**config.mk**
```make
export PLATFORM = sky130hd
export DESIGN_NAME = inst_fetch_flat
export DESIGN_NICKNAME = d
export VERILOG_FILES = /design/src/rtl/inst_fetch_if.sv /design/src/rtl/inst_fetch.sv /design/src/flat_wrapper.sv
export SDC_FILE = /design/constraint.sdc
export NUM_CORES = 1
export LEC_CHECK = 0
export CAP_MARGIN = 20
export CORE_AREA = 2 2 213 215
export DETAILED_ROUTE_END_ITERATION = 7
export DIE_AREA = 0 0 215 217
export PLACE_DENSITY = 0.47
export SYNTH_ARGS = -nofsm -noshare
export SYNTH_HDL_FRONTEND = slang
export SYNTH_SLANG_ARGS = --single-unit
```
**constraint.sdc**
```tcl
create_clock -name clk -period 6.4 [get_ports clk]
set_input_delay 1.28 -clock clk [delete_from_list [all_inputs] [get_ports clk]]
set_output_delay 1.28 -clock clk [all_outputs]
set_load 0.1 [all_outputs]
```
**src/rtl/inst_fetch_if.sv**
```systemverilog
// Fetch-side bundle: ROM synchronous read port, execute redirect and the decode handshake.
// master = fetch unit, slave = the ROM/execute/decode environment around it.
interface inst_fetch_if #(
  parameter int ADDR_WIDTH = 32,
  parameter int DATA_WIDTH = 32
);
  logic                  rom_en;
  logic [ADDR_WIDTH-1:0] rom_addr;
  logic [DATA_WIDTH-1:0] rom_read_data;
  logic                  branch_flag;
  logic [ADDR_WIDTH-1:0] branch_target;
  logic                  id_ready;
  logic                  if_valid;
  logic [ADDR_WIDTH-1:0] if_pc;
  logic [DATA_WIDTH-1:0] if_inst;
  logic                  if_addr_err;

  modport master (
    output rom_en, rom_addr, if_valid, if_pc, if_inst, if_addr_err,
    input  rom_read_data, branch_flag, branch_target, id_ready
  );

  modport slave (
    input  rom_en, rom_addr, if_valid, if_pc, if_inst, if_addr_err,
    output rom_read_data, branch_flag, branch_target, id_ready
  );
endinterface

```
**src/rtl/inst_fetch.sv**
```systemverilog
// Instruction fetch: drives the ROM read port, buffers returned words in a 2-entry queue
// and hands {pc, inst} to decode; execute redirects flush everything in flight.
`ifndef INIT_PC
`define INIT_PC 32'h0000_0000
`endif

module inst_fetch #(
  parameter int                    ADDR_WIDTH = 32,
  parameter int                    DATA_WIDTH = 32,
  parameter logic [ADDR_WIDTH-1:0] INIT_PC    = `INIT_PC
) (
  input  logic           clk,
  input  logic           rst,
  inst_fetch_if.master   bus
);

  logic [ADDR_WIDTH-1:0] pc;
  logic [ADDR_WIDTH-1:0] req_pc;
  logic [ADDR_WIDTH-1:0] err_pc;
  logic                  inflight;
  logic                  err_halt;
  logic                  err_pending;
  logic [1:0]            count;

  logic [ADDR_WIDTH-1:0] q_pc0, q_pc1;
  logic [DATA_WIDTH-1:0] q_inst0, q_inst1;
  logic                  q_err0, q_err1;

  logic                  pop;
  logic                  push;
  logic                  issue;
  logic                  misaligned;
  logic                  tail_slot;
  logic [2:0]            fill;
  logic [ADDR_WIDTH-1:0] fetch_addr;
  logic [ADDR_WIDTH-1:0] push_pc;
  logic [DATA_WIDTH-1:0] push_inst;
  logic                  push_err;

  assign bus.if_valid    = !rst && (count != 2'd0) && !bus.branch_flag;
  assign bus.if_pc       = rst ? '0 : q_pc0;
  assign bus.if_inst     = rst ? '0 : q_inst0;
  assign bus.if_addr_err = rst ? 1'b0 : q_err0;
  assign bus.rom_en      = issue;
  assign bus.rom_addr    = fetch_addr;

  always_comb begin
    pop        = bus.if_valid && bus.id_ready;
    fill       = {1'b0, count} + {2'b00, inflight} - {2'b00, pop};
    misaligned = bus.branch_target[1:0] != 2'b00;
    fetch_addr = pc;
    issue      = 1'b0;
    if (rst) begin
      fetch_addr = INIT_PC;
    end else if (bus.branch_flag) begin
      // the flush empties the queue, so the target can be fetched immediately
      fetch_addr = bus.branch_target;
      issue      = !misaligned;
    end else begin
      issue = !err_halt && (fill < 3'd2);
    end

    // a response returning during a redirect belongs to the old path and is dropped
    push      = !rst && !bus.branch_flag && (inflight || err_pending);
    push_pc   = err_pending ? err_pc : req_pc;
    push_inst = err_pending ? '0 : bus.rom_read_data;
    push_err  = err_pending;
    tail_slot = (count == 2'd2) || ((count == 2'd1) && !pop);
  end

  always_ff @(posedge clk) begin
    if (rst) begin
      pc          <= INIT_PC;
      req_pc      <= '0;
      err_pc      <= '0;
      inflight    <= 1'b0;
      err_halt    <= 1'b0;
      err_pending <= 1'b0;
      count       <= 2'd0;
      q_pc0       <= '0;
      q_pc1       <= '0;
      q_inst0     <= '0;
      q_inst1     <= '0;
      q_err0      <= 1'b0;
      q_err1      <= 1'b0;
    end else begin
      inflight <= issue;
      if (issue) begin
        pc     <= fetch_addr + ADDR_WIDTH'(4);
        req_pc <= fetch_addr;
      end

      if (bus.branch_flag) begin
        count       <= 2'd0;
        err_halt    <= misaligned;
        err_pending <= misaligned;
        err_pc      <= bus.branch_target;
      end else begin
        err_pending <= 1'b0;
        case ({push, pop})
          2'b10:   count <= count + 2'd1;
          2'b01:   count <= count - 2'd1;
          default: count <= count;
        endcase

        if (pop) begin
          q_pc0   <= q_pc1;
          q_inst0 <= q_inst1;
          q_err0  <= q_err1;
        end
        // later assignment wins, so a push into slot 0 overrides the shift
        if (push) begin
          if (tail_slot) begin
            q_pc1   <= push_pc;
            q_inst1 <= push_inst;
            q_err1  <= push_err;
          end else begin
            q_pc0   <= push_pc;
            q_inst0 <= push_inst;
            q_err0  <= push_err;
          end
        end
      end
    end
  end

  queue_no_overflow: assert property (@(posedge clk) disable iff (rst)
    !(push && !pop && (count == 2'd2)));

endmodule
```
**src/flat_wrapper.sv**
```systemverilog
// flat-port wrapper written by rule: the top's interface ports become plain ports
module inst_fetch_flat 
#(
  parameter int                    ADDR_WIDTH = 32,
  parameter int                    DATA_WIDTH = 32,
  parameter logic [ADDR_WIDTH-1:0] INIT_PC    = `INIT_PC
)
  (clk, rst, bus_rom_en, bus_rom_addr, bus_if_valid, bus_if_pc, bus_if_inst, bus_if_addr_err, bus_rom_read_data, bus_branch_flag, bus_branch_target, bus_id_ready);
  inst_fetch_if #(.ADDR_WIDTH(ADDR_WIDTH), .DATA_WIDTH(DATA_WIDTH)) bus_i ();
  input  logic clk;
  input  logic rst;
  output wire logic [$bits(bus_i.rom_en)-1:0] bus_rom_en;
  output wire logic [$bits(bus_i.rom_addr)-1:0] bus_rom_addr;
  output wire logic [$bits(bus_i.if_valid)-1:0] bus_if_valid;
  output wire logic [$bits(bus_i.if_pc)-1:0] bus_if_pc;
  output wire logic [$bits(bus_i.if_inst)-1:0] bus_if_inst;
  output wire logic [$bits(bus_i.if_addr_err)-1:0] bus_if_addr_err;
  input wire logic [$bits(bus_i.rom_read_data)-1:0] bus_rom_read_data;
  input wire logic [$bits(bus_i.branch_flag)-1:0] bus_branch_flag;
  input wire logic [$bits(bus_i.branch_target)-1:0] bus_branch_target;
  input wire logic [$bits(bus_i.id_ready)-1:0] bus_id_ready;
  assign bus_rom_en = bus_i.rom_en;
  assign bus_rom_addr = bus_i.rom_addr;
  assign bus_if_valid = bus_i.if_valid;
  assign bus_if_pc = bus_i.if_pc;
  assign bus_if_inst = bus_i.if_inst;
  assign bus_if_addr_err = bus_i.if_addr_err;
  assign bus_i.rom_read_data = bus_rom_read_data;
  assign bus_i.branch_flag = bus_branch_flag;
  assign bus_i.branch_target = bus_branch_target;
  assign bus_i.id_ready = bus_id_ready;
  inst_fetch #(.ADDR_WIDTH(ADDR_WIDTH), .DATA_WIDTH(DATA_WIDTH), .INIT_PC(INIT_PC)) u_core (.clk(clk), .rst(rst), .bus(bus_i));
endmodule
```
==> impl_metrics.toml, run 1 <==
[status]
status = "complete, no violations"

[die]
dieArea_sq_um = 46700
initial_core_util_pct = 24.5
die_width_um = 215
core_sq_um = 44700
rows = 78
die_height_um = 217
io_pins = 167

[hold_path]
worstHoldPathType = "reg -> reg"

[critical_path]
cpMaxStageDelayCell = "or4b_4"
path_cells = "clkdlybuf4s50_1 > or4b_4 > inv_1 > ha_1 > nand2b_1 > fa_1 > xnor2_1 > a32oi_4 > nor2_2 > buf_12"
cp_max_fo = 20
cp_top_family = "simple AND/OR/NAND/NOR gates"
cp_num_buf_inv = 3
crit_type = "in -> out"
crit_path_end_kind = "primary output"
startpoint_type = "primary input"
critical_path.max_stage_delay_ns = 0.67
required_ns = 5.12
worstPathArrival_ns = 4.25

[clocking]
cts_root_buffer = "clkbuf_16"
cts_tree = "yes"
path_clk_slew_ns = 0.05
post_cts_buffers = 0
clock_sinks = 229
cts_resized = 0
cts_hold_buf = 0
numCtsBuffers = 27
worstSkewPairLatency_ns = 0.55
h-tree-depth = 1
max-clock-path-buffers = 3

[timing]
whs_ns = 0.450
finalHoldViolations = 0
fin_skew_ns = 0.0190
rsz0062_at_grt = "false"
slew_viol_final = 0
setup_tns_ns = 0
worst_pin_slew_ns = 1.11
fin_ws_ns = 0.873
fmax_mhz = 181
min_period_over_period_pct = 86.4
finalCriticalPeriod_ns = 5.53
max_slew_margin_pct = 26.0
setup_viol = 0

[grt]
grtUsageTotal_pct = 13.9
grt_pass1_vias = 8812
antenna_found_initial = 0
grt_max_degree = 136
grt-ovfl-total = 0
grt_pass1_wl_um = 52200

[run]
drv_cap = 0

[detailed_routing]
num_vias = 9425
dr.pass1.iters = 5
met2WireLength_um = 14000
drt-initial-drc-count = 532
ant_nets = 0
drc = 0
vias_per_cell = 4.60
wl_per_cell_um = 16.3
wl_um = 33500
top_layer = "met4"
dr_wl_met3_um = 1740
wl_met1_um = 17400

[pwr]
peakVddDrop_mv = 0.175
pwr_density_cell_nw_per_um2 = 258
p_leak_nw = 5.42

[synth]
ys_types = 58
ys_warn_count = 0
syn_area_sq_um = 10900
synthArstFlopShare_pct = 0
synth-seq-cells = 229
synth_edf_count = 0
synthesis.nets = 1406
syn-instance-count = 1331
synth_top_flop_cell = "dfxtp_1"
yosysSeqAreaShare_pct = 41.9
syn_area_per_cell_sq_um = 8.21

[place]
dpl_cell_area_sq_um = 13000
dp_hpwl_um = 21900
dp_slack_ns = 0.887
gp_congestion = 0.750
dp.cells = 2004
port_buffers = 166

[cells_and_area]
instances_no_fill = 2050
layout.nets = 1508
area_delta_synth_final_pct = 26.3
n_antenna_cell = 0
drive_gt1_share_pct = 6.62
final_cell_area_sq_um = 13800
## cell usage in the layout, fill, tap and decap left out, types with 9 or more instances in the layout
master / count
a211oi_1: 53
a21oi_1: 126
and3_1: 31
buf_4: 37
clkbuf_1: 9
clkbuf_16: 27
clkdlybuf4s50_1: 139
dfxtp_1: 228
mux2i_1: 103
nand2_1: 259
nand2b_1: 61
nand3_1: 22
nand3b_1: 9
nand4_1: 11
nor2_1: 80
nor2b_1: 97
o21ai_0: 36
xor2_1: 11
## metal layers
metal / global-route usage, % / up-vias
li1: - / 4757
met1: 20.8 / 4400
met2: 20.9 / 238
met3: 2.40 / 30
met4: 2.53 / 0
met5: 0 / -
## state kept, by name, indices dropped and copies added, names as in the netlist
name / cells
u_core.q_inst1: 32
u_core.count: 2
u_core.pc: 30
u_core.q_pc0: 32
u_core.inflight: 1
u_core.err_pc: 32
u_core.q_err0: 1
u_core.err_halt: 1
u_core.err_pending: 1
u_core.q_pc1: 32
u_core.q_err1: 1
u_core.q_inst0: 32
u_core.req_pc: 32
## cell families (layout without fill, tap and decap cells)
kind of cell | after synthesis | after routing | synth area share (%)
AOI/OAI and AO/OA | 253 | 253 | 14.4
xor gates and xnor gates | 16 | 16 | 1.28
adders and majority gates | 7 | 7 | 0.870
buffers and inverters | 114 | 233 | 4.65
DFF | 229 | 229 | 41.9
muxes | 103 | 103 | 9.43
and+or+nand+nor | 609 | 609 | 27.5
## worst register-to-register path: stages, from the launching register on
cell	delay (ns)
dfxtp_1	0.43
inv_1	0.11
ha_1	0.25
or4b_4	0.71
inv_1	0.18
ha_1	0.23
nand2b_1	0.15
fa_1	0.38
xnor2_1	0.28
a32o_2	0.63
buf_4	0.52
nor2_1	0.11
a211oi_1	0.23
## worst paths after layout
path / start / to / slack, ns / cells past startpoint
worst min register to register: u_core.req_pc[9]$_SDFFE_PP0P_ / u_core.req_pc[9]$_SDFFE_PP0P_ / 0.45 / 2
worst min-delay path: u_core.req_pc[9]$_SDFFE_PP0P_ / u_core.req_pc[9]$_SDFFE_PP0P_ / 0.45 / 2
worst max-delay path: bus_id_ready / bus_rom_en / 0.87 / 10
worst max register to register: u_core.count[1]$_SDFFE_PP0P_ / u_core.pc[11]$_SDFFE_PP0P_ / 2.09 / 12
## area by class of cell
type | count | area [sq um]
Clock buffer | 39 | 751
Clock inverter | 7 | 67.6
Fill cell | 4839 | 30900
Inverter | 7 | 26.3
Multi-Input combinational cell | 988 | 5880
Sequential cell | 229 | 4590
Tap cell | 600 | 751
Timing Repair Buffer | 180 | 1740
## synth_stat cells (all sizes together), types with 4 or more instances
| cell | instances | area, sq um |
|---|---|---|
| a22oi | 4 | 30.0 |
| nand4 | 12 | 81.3 |
| inv | 7 | 26.3 |
| nor3 | 7 | 35.0 |
| a221oi | 6 | 100 |
| mux2i | 103 | 1030 |
| nand2b | 63 | 402 |
| xor2 | 11 | 96.3 |
| clkbuf | 66 | 248 |
| or3 | 5 | 31.3 |
| nand3 | 22 | 110 |
| and3 | 31 | 194 |
| a211oi | 53 | 398 |
| nand4b | 5 | 43.8 |
| dfxtp | 229 | 4580 |
| nor2b | 97 | 607 |
| nor2 | 82 | 308 |
| nand3b | 11 | 108 |
| xnor2 | 5 | 43.8 |
| or4 | 4 | 30.0 |
| nand2 | 259 | 972 |
| buf | 41 | 234 |
| a21oi | 126 | 631 |
| ha | 6 | 75.1 |
| a311oi | 7 | 61.3 |
| o21ai | 37 | 185 |
## metrics by stage
stage	util, %	power [mW]
finish	30.9	3.56
floorplan	-	1.97
detailed placement	29.1	2.15
CTS	30.9	3.63
global placement	29.1	2.14
global route	30.9	3.72
## report_power, final
part	internal [mW]	switching [mW]	leakage, nW
sequential	1.49	0.0382	1.86
combinational	0.179	0.406	3.15
clock	0.848	0.603	0.403
total	2.51	1.05	5.42
(Power assumes the default switching activity.)
==> inputs of run 2 (changes only) <==
- GPL_ROUTABILITY_DRIVEN: default -> 0
==> results of run 2 <==
No change in the layout: final DEF, timing and power equal those of run 1.
==> inputs of run 3 (changes only) <==
- CORE_AREA: 2 2 213 215 -> 2 2 151 301
- DIE_AREA: 0 0 215 217 -> 0 0 153 303
==> run 3 against run 2 <==
  * Routed wire length decreased by 0.37%
  * Combinational power barely moved
  * Critical endpoint unchanged
  * Largest cell class unchanged
  * Count of clock-buffer cells in the layout is 6 lower
  * Maximum frequency increased by 0.99%
  * Largest power group is now the clock network
  * Via count shrank 0.83%
  * Cell area rose by 0.52%
  * Flip-flop and latch count is the same
  * Sequential share of layout area is 0.17 points lower
  * Critical path depth stayed put
==> impl_metrics.toml, run 3 (synthesized netlist as in run 1, its figures left out) <==
[die]
rows = 109
die_width_um = 153
dieArea_sq_um = 46400
initial_core_util_pct = 24.8
die_height_um = 303
core_sq_um = 44100
io_pins = 167

[timing]
rsz0062_at_grt = "false"
fmax_mhz = 183
min_period_over_period_pct = 85.5
max_slew_margin_pct = 24.7
finalHoldViolations = 0
slew_viol_final = 0
fin_ws_ns = 0.928
setup_viol = 0
worst_pin_slew_ns = 1.13
fin_skew_ns = 0.0322
setup_tns_ns = 0
finalCriticalPeriod_ns = 5.47

[cells_and_area]
final_common_cell = "nand2_1"
final_cell_mix = "nand2_1 (259), dfxtp_1 (228), clkdlybuf4s50_1 (162), a21oi_1 (126), mux2i_1 (103)"
multi_input_area_sq_um = 5880
instances_no_fill = 2005
area_delta_synth_final_pct = 26.9
drive_gt1_share_pct = 5.31
fillers = 4631
seqCellArea_sq_um = 4590
n_antenna_cell = 0
layout.nets = 1507

[hold_path]
worstHoldStart = "u_core.req_pc[13]$_SDFFE_PP0P_"
worstHoldPathType = "reg -> reg"

[detailed_routing]
drt-initial-drc-count = 485
drc = 0
vias_per_cell = 4.66
wl_um = 33400
dr.pass1.iters = 5
ant_nets = 0
num_vias = 9347
wl_per_cell_um = 16.6

[critical_path]
path_cells = "clkdlybuf4s50_1 > or4b_4 > inv_1 > ha_1 > nand2b_1 > fa_1 > xnor2_1 > a32oi_4 > nor2_2 > buf_12"
cpMaxStageDelayCell = "or4b_4"
crit_path_end_kind = "primary output"
required_ns = 5.12
crit_type = "in -> out"
startpoint_type = "primary input"
reg2reg_from = "u_core.count[1]$_SDFFE_PP0P_"
crit_start = "bus_id_ready"
cp_max_fo = 20
worstPathArrival_ns = 4.19
critical_path.max_stage_delay_ns = 0.66

[grt]
grtUsageTotal_pct = 14.1
antenna_found_initial = 0
grt_pass1_vias = 9197
grt_pass1_wl_um = 52500
grt-ovfl-total = 0
grt_max_degree = 194

[pwr]
pwr_density_cell_nw_per_um2 = 263
peakVddDrop_mv = 0.178
p_leak_nw = 5.41

[clocking]
numCtsBuffers = 24
h-tree-depth = 1
worstSkewPairLatency_ns = 0.56
path_clk_slew_ns = 0.06
post_cts_buffers = 0
cts_resized = 0
cts_root_buffer = "clkbuf_16"
clock_sinks = 229
max-clock-path-buffers = 3
cts_hold_buf = 0
cts_tree = "yes"

[place]
dp.cells = 1961
port_buffers = 166
dp_hpwl_um = 22300
dp_slack_ns = 0.902

[status]
status = "complete, no violations"

[run]
drv_cap = 0
-- run 3: final timing paths --
check | endpoint | cells past startpoint | slack (ns)
max | bus_rom_en | 10 | 0.93
max reg2reg | u_core.pc[29]$_SDFFE_PP0P_ | 13 | 2.32
min | u_core.req_pc[13]$_SDFFE_PP0P_ | 2 | 0.45
min reg2reg | u_core.req_pc[13]$_SDFFE_PP0P_ | 2 | 0.45
-- run 3: final cells by class --
class	count	share of cell area [%]
Multi-Input combinational cell	988	42.3
Sequential cell	229	33.1
Timing Repair Buffer	182	13.2
Tap cell	555	5.00
Clock buffer	33	4.86
Clock inverter	11	1.34
Inverter	7	0.189
-- run 3: critical path: cells and delay by family --
family / cells / cell delay [ns]
AND/OR/NAND/NOR: 3 / 1.04
XOR/XNOR: 1 / 0.28
buffers and inverters: 3 / 0.80
AO/OA/AOI/OAI: 1 / 0.17
adder cells (fa/ha/maj): 2 / 0.61
-- run 3: power breakdown --
part / total, mW / internal (mW) / switching [mW]
combinational: 0.585 / 0.182 / 0.403
sequential: 1.52 / 1.49 / 0.0361
clock: 1.53 / 0.906 / 0.628
total: 3.64 / 2.58 / 1.07
-- run 3: stage by stage --
step	cell area [sq um]	power (mW)	util [%]	hold slack, ns
6_report	13900	3.64	31.5	0.449
5_1_grt	13900	3.80	31.5	0.465
4_1_cts	13900	3.71	31.5	0.451
3_5_place_dp	13000	2.15	29.5	0.443
3_3_place_gp	13000	2.14	29.5	0.439
2_1_floorplan	10900	1.97	-	0.427
-- run 3: metal layers --
layer  share of wire [%]  track usage, %  routed length (um)
met5                   0               0                   0
met4                 2.8            4.87                 923
met3                 3.6            1.69                1190
met2                  53            27.1               17700
met1                  41            16.0               13600
